`src/rtl/ifetch_pkg.sv`:
```
// Shared definitions for the instruction fetch sequencer: state encoding,
// fault-cause codes, default text-segment base and the PC legality check.
package ifetch_pkg;

  localparam logic [31:0] DEFAULT_TEXT_BASE = 32'h0040_0000;

  typedef logic [2:0] ifetch_state_t;
  localparam ifetch_state_t S_IDLE  = 3'd0;
  localparam ifetch_state_t S_REQ   = 3'd1;
  localparam ifetch_state_t S_DONE  = 3'd2;
  localparam ifetch_state_t S_DRAIN = 3'd3;
  localparam ifetch_state_t S_FAULT = 3'd4;

  typedef logic [1:0] fault_cause_t;
  localparam fault_cause_t FC_NONE     = 2'b00;
  localparam fault_cause_t FC_MISALIGN = 2'b01;
  localparam fault_cause_t FC_RANGE    = 2'b10;
  localparam fault_cause_t FC_TIMEOUT  = 2'b11;

  // Misalignment takes precedence over range; the range test covers both
  // PCs below the base and word offsets beyond the imem index width.
  function automatic fault_cause_t pc_check(input logic [31:0] pc,
                                            input logic [31:0] base,
                                            input int unsigned aw);
    logic [31:0] off;
    off = pc - base;
    if (pc[1:0] != 2'b00) return FC_MISALIGN;
    if ((pc < base) || ((off >> (aw + 2)) != 32'd0)) return FC_RANGE;
    return FC_NONE;
  endfunction

endpackage

```
`src/rtl/ifetch_timeout_ctr.sv`:
```
// Fetch wait-cycle counter: cleared on load, counts wait cycles, flags
// expiry on the LIMIT-th counted cycle.
module ifetch_timeout_ctr #(
  parameter int W     = 8,
  parameter int LIMIT = 255
) (
  input  logic clk,
  input  logic rst,
  input  logic load,
  input  logic inc,
  output logic expired
);

  logic [W-1:0] cnt;

  always_ff @(posedge clk or posedge rst) begin
    if (rst) begin
      cnt <= '0;
    end else if (load) begin
      cnt <= '0;
    end else if (inc) begin
      cnt <= cnt + W'(1);
    end
  end

  assign expired = inc && (cnt == W'(LIMIT - 1));

endmodule

```
`src/rtl/instr_fetch.sv`:
```
// Instruction fetch sequencer: captures PC, fetches one word from imem into IR,
// strobes PC+4 back to the PC register. Optional fetch timeout: IFETCH_TIMEOUT_EN.
module instr_fetch
  import ifetch_pkg::*;
#(
  parameter logic [31:0] TEXT_BASE      = DEFAULT_TEXT_BASE,
  parameter int          IMEM_AW        = 11,
  parameter int          TIMEOUT_CYCLES = 255
) (
  input  logic               clk,
  input  logic               rst,
  input  logic [31:0]        pc,
  input  logic               fetch_start,
  input  logic               flush,
  output logic               imem_req,
  output logic [IMEM_AW-1:0] imem_addr,
  input  logic               imem_ack,
  input  logic [31:0]        imem_rdata,
  output logic [31:0]        ir,
  output logic               ir_valid,
  input  logic               ir_ready,
  output logic [31:0]        pc_next,
  output logic               pc_we,
  output logic               busy,
  output logic               fault,
  output logic [1:0]         fault_cause,
  input  logic               fault_clr,
  output logic [2:0]         state_dbg
);

  // Handshakes: imem_req stays high until a cycle with imem_ack (data
  // accepted that cycle); ir_valid stays high with ir stable until a
  // cycle with ir_ready (instruction consumed that cycle).

  if (TIMEOUT_CYCLES < 1 || TIMEOUT_CYCLES > 65535) begin : g_bad_timeout
    $error("instr_fetch: TIMEOUT_CYCLES must be in 1..65535");
  end

  ifetch_state_t state;
  logic [31:0]   pc_q;
  logic          launch;
  fault_cause_t  launch_cause;
  logic          timeout_hit;

  assign launch = fetch_start &&
                  ((state == S_IDLE) || (state == S_DONE && ir_ready && !flush));
  assign launch_cause = pc_check(pc, TEXT_BASE, IMEM_AW);

`ifdef IFETCH_TIMEOUT_EN
  localparam int TW_RAW = $clog2(TIMEOUT_CYCLES + 1);
  localparam int TW     = (TW_RAW < 8) ? 8 : ((TW_RAW > 16) ? 16 : TW_RAW);

  ifetch_timeout_ctr #(
    .W     (TW),
    .LIMIT (TIMEOUT_CYCLES)
  ) u_timeout (
    .clk     (clk),
    .rst     (rst),
    .load    (launch && (launch_cause == FC_NONE)),
    .inc     ((state == S_REQ) && !imem_ack),
    .expired (timeout_hit)
  );
`else
  assign timeout_hit = 1'b0;
`endif

  always_ff @(posedge clk or posedge rst) begin
    if (rst) begin
      state       <= S_IDLE;
      pc_q        <= TEXT_BASE;
      ir          <= '0;
      ir_valid    <= 1'b0;
      pc_we       <= 1'b0;
      fault       <= 1'b0;
      fault_cause <= FC_NONE;
    end else begin
      pc_we <= 1'b0;
      case (state)
        S_IDLE: ;
        S_REQ: begin
          // A flush racing the ack wins; a flush without ack must still
          // swallow the stale ack that is on its way.
          if (flush) begin
            state <= imem_ack ? S_IDLE : S_DRAIN;
          end else if (imem_ack) begin
            ir       <= imem_rdata;
            ir_valid <= 1'b1;
            pc_we    <= 1'b1;
            state    <= S_DONE;
          end else if (timeout_hit) begin
            fault       <= 1'b1;
            fault_cause <= FC_TIMEOUT;
            state       <= S_FAULT;
          end
        end
        S_DONE: begin
          if (flush || ir_ready) begin
            ir_valid <= 1'b0;
            state    <= S_IDLE;
          end
        end
        S_DRAIN: begin
          if (imem_ack) state <= S_IDLE;
        end
        S_FAULT: begin
          if (fault_clr) begin
            fault       <= 1'b0;
            fault_cause <= FC_NONE;
            state       <= S_IDLE;
          end
        end
        default: state <= S_IDLE;
      endcase

      // Applies to both the IDLE start and the back-to-back start from DONE.
      if (launch) begin
        pc_q <= pc;
        if (launch_cause != FC_NONE) begin
          fault       <= 1'b1;
          fault_cause <= launch_cause;
          state       <= S_FAULT;
        end else begin
          state <= S_REQ;
        end
      end
    end
  end

  assign imem_req  = (state == S_REQ);
  assign imem_addr = IMEM_AW'((pc_q - TEXT_BASE) >> 2);
  assign pc_next   = pc_q + 32'd4;
  assign busy      = (state != S_IDLE);
  assign state_dbg = state;

endmodule

```
`config.mk`:
```
export PLATFORM = sky130hd
export DESIGN_NAME = instr_fetch
export DESIGN_NICKNAME = d
export VERILOG_FILES = /design/src/rtl/ifetch_pkg.sv /design/src/rtl/ifetch_timeout_ctr.sv /design/src/rtl/instr_fetch.sv
export SDC_FILE = /design/constraint.sdc
export NUM_CORES = 1
export LEC_CHECK = 0
export ABC_CLOCK_PERIOD_IN_PS = 5300
export CAP_MARGIN = 20
export CELL_PAD_IN_SITES_DETAIL_PLACEMENT = 0
export CELL_PAD_IN_SITES_GLOBAL_PLACEMENT = 1
export CORE_UTILIZATION = 35
export DETAILED_ROUTE_END_ITERATION = 8
export MAX_ROUTING_LAYER = met4
export PLACE_DENSITY = 0.86
export RECOVER_POWER = 50
export SYNTH_ARGS = -nofsm -noshare
export SYNTH_HDL_FRONTEND = slang
export SYNTH_SLANG_ARGS = --single-unit
```
`constraint.sdc`:
```
create_clock -name clk -period 5.3 [get_ports clk]
set_clock_uncertainty 0.05 [all_clocks]
set_input_delay 1.06 -clock clk [delete_from_list [all_inputs] [get_ports clk]]
set_output_delay 1.06 -clock clk [all_outputs]
set_load 0.01 [all_outputs]
```
==> metrics <==
outcome complete, but fails checks; violated checks capacitance limit, slew limit; worst-margin pin slew 1560 ps; Worst slew margin -4.31%; CTS Buf Count 9; initial core utilization 36.2%; Chip Width 103 um; worst slack, placed 1790 ps; clock-pin slew on the worst setup and hold paths 80 ps; post-CTS sizing 0; Root Driver clkbuf_8; startpoint types flip-flop; largest family of logic cells by synthesized area multiplexers; met1 usage in global routing 21.8%; largest area contributor in the netlist dfrtp_1; largest net degree at the start of global routing 38; endpoint class of the critical path primary output; DRC 0; Post-CTS Setup Repair Bufs 0; clk buf depth 2; clk sinks 72; xor/xnor share of the synthesized area 7.68%; simple-gate share of the synthesized area 13.2%; final setup vio count 0; R2R depth 4; combinational group share of total power 27.5%; DR vias 2734; Layout fillers 859; most frequent cells in the layout clkdlybuf4s50_1 (113), dfrtp_1 (71), mux2_2 (59), dlygate4sd3_1 (42), xnor2_1 (25); Post-synth EDFFs 0; Reg2Reg Capture Point ir[0]; Hold Crit Start ir[30]; Worst Hold Class reg2reg; worst-path cell chain ha_1, and4_1, nor3b_2, nand4_1, xnor2_1, clkdlybuf4s50_1; Synth area leaders dfrtp_1 (50%), mux2_2 (19%), xnor2_1 (6.2%); Period minus WS final 3890 ps; drt first-iter violations 65; final slew viol count 35; Hold Path Stages 1; most common cell after layout, fill and taps aside clkdlybuf4s50_1; Static Leak 0.00237 uW; pwr dens 316 nW/um^2; Syn-to-layout area delta 52.0%; detailed placer's ending HPWL 6720 um; Compound-Gate Fraction of Synth Area 2.83%; busiest grt layer met2; CP max stage delay 600 ps; worst r2r src state_dbg[2]; CTS tree built; Worst Setup SP pc_q[2]; diode count 0; core footprint 9770 um^2; Cell Area, Synth 3540 um^2; count of cell types in the netlist 40; prevailing post-synth register cell dfrtp_1; Pre-Repair DR Iteration Count 4; Clock power frac 31.3%; worst-case hold path end point ir[30]; fmax 257 MHz; Sw Ratio 28.0%; routability cong. 0.803; Post-layout nets 500; Int Power 1220 uW; WHS 443 ps; slowest CP cell nor3b_2; global-route wire length before repair 13600 um; die area 10500 um^2; Post-Synthesis Cells 278; critical path type reg2out; mux contribution to synthesized area 19.7%; row cnt 36; asr flop ratio synth 100%; final hold vios 0; syn nets 351; GRT overflow 0; Worst Setup Slack, final 1410 ps; GRT met3 Usage 5.29%; Tcrit/Tclk final 73.3%; initial antenna violation count 0; synthesized area per cell 12.7 um^2; setup TNS 0 ps; Ys Warns 0; Required @ worst endpoint 4190 ps; Ports 156; final antenna-violating net count 0; sequential area share after synthesis 51.0%; CTS H-tree depth 3; Total GRT Usage 17.7%; clk_lat worst skew 330 ps; WP buf/inv 1; sw power 476 uW; RSZ-0062 raised after global routing no; vias in the first global route 2813; hold buffers post-CTS 0; Die Y 103 um; top-area cell type share of the netlist area 50.2%; PortBufs 155; Reg2Reg Setup Slack 2520 ps; DR vias/cell 4.84; Seq cells post-synth 72; crit path max fanout 7; Critical Path AT 2780 ps; final WL 8720 um; DR WL/cell 15.4 um; Worst VDD drop 153 uV; Reg power frac 41.1%; CP top delay family simple AND/OR/NAND/NOR gates; Post-Synth Adder-Cell Area 0.707%; ratio of cells with drive above 1 in the final layout 20.4%; Maximum Capacitance Violations 1; met2 Use GR 27.1%
-- per-layer routing --
metal | part of all wire (%) | wire length, um
met4 | 1.7 | 152
met2 | 47 | 4060
met5 | 0 | 0
met3 | 8.3 | 723
met1 | 43 | 3790
-- synthesized netlist by cell type (2+ instances only) --
cell type,n
nand4_1,10
buf_4,14
nor4b_1,2
and3_1,3
mux2_1,3
xor2_1,6
inv_1,8
ha_1,2
o31ai_1,2
nand2_1,14
or2_2,2
nor4_4,2
o21ai_0,3
and4_1,3
xnor2_1,25
nand4_4,2
nor4_1,3
nor2_1,9
buf_2,5
nand3_1,11
nand2b_1,2
dfrtp_1,71
mux2_2,59
-- worst max-delay path by stage --
stage                   to  slack, ps  depth (start not counted)
6_report       pc_next[26]       1410                          6
3_3_place_gp   pc_next[18]       1880                          6
4_1_cts        pc_next[26]       1410                          6
5_1_grt        pc_next[18]       1240                          6
2_1_floorplan        fault       2370                          1
3_5_place_dp   pc_next[26]       1790                          6
-- power by group through the flow --
stage / clock, uW / sequential [uW] / combinational, uW
after global routing: 569 / 713 / 502
after global placement: 0 / 706 / 475
after detailed placement: 0 / 711 / 480
final: 532 / 699 / 468
after floorplan: 0 / 696 / 242
after CTS: 545 / 700 / 482
-- area by class of cell --
type | instances | area [um^2] | area share (%)
Timing Repair Buffer | 158 | 1570 | 29.3
Sequential cell | 72 | 1800 | 33.5
Multi-Input combinational cell | 178 | 1560 | 29.0
Tap cell | 133 | 166 | 3.10
Clock inverter | 6 | 115 | 2.14
Inverter | 8 | 30.0 | 0.559
Clock buffer | 10 | 128 | 2.37
-- worst reg2reg max path, stage by stage, from the launching register on --
cell and delay (ps):
dfrtp_1 490, nand2b_1 210, nor2_1 130, nand3b_1 1050, mux2_1 730
-- cells by family after synthesis --
| family | count (synthesis) |
|---|---|
| xor gates and xnor gates | 31 |
| DFF | 72 |
| adders and majority gates | 2 |
| AOI/OAI and AO/OA | 12 |
| buffers and inverters | 28 |
| and+or+nand+nor | 71 |
| muxes | 62 |
-- sequential cells by signal, indices dropped and copies added (netlist names) --
signal	count
pc_q	32
state_dbg	3
pc_we	1
fault	1
fault_cause	2
ir	32
ir_valid	1
-- stage by stage --
stage | util (%) | instances | power [uW] | instance area, um^2
2_1_floorplan | - | 278 | 939 | 3540
3_3_place_gp | 52.5 | 549 | 1180 | 5140
3_5_place_dp | 52.5 | 549 | 1190 | 5140
5_1_grt | 55.0 | 565 | 1780 | 5380
6_report | 55.0 | 565 | 1700 | 5380
4_1_cts | 55.0 | 565 | 1730 | 5380
No activity file was read; power rests on OpenSTA's default activity.
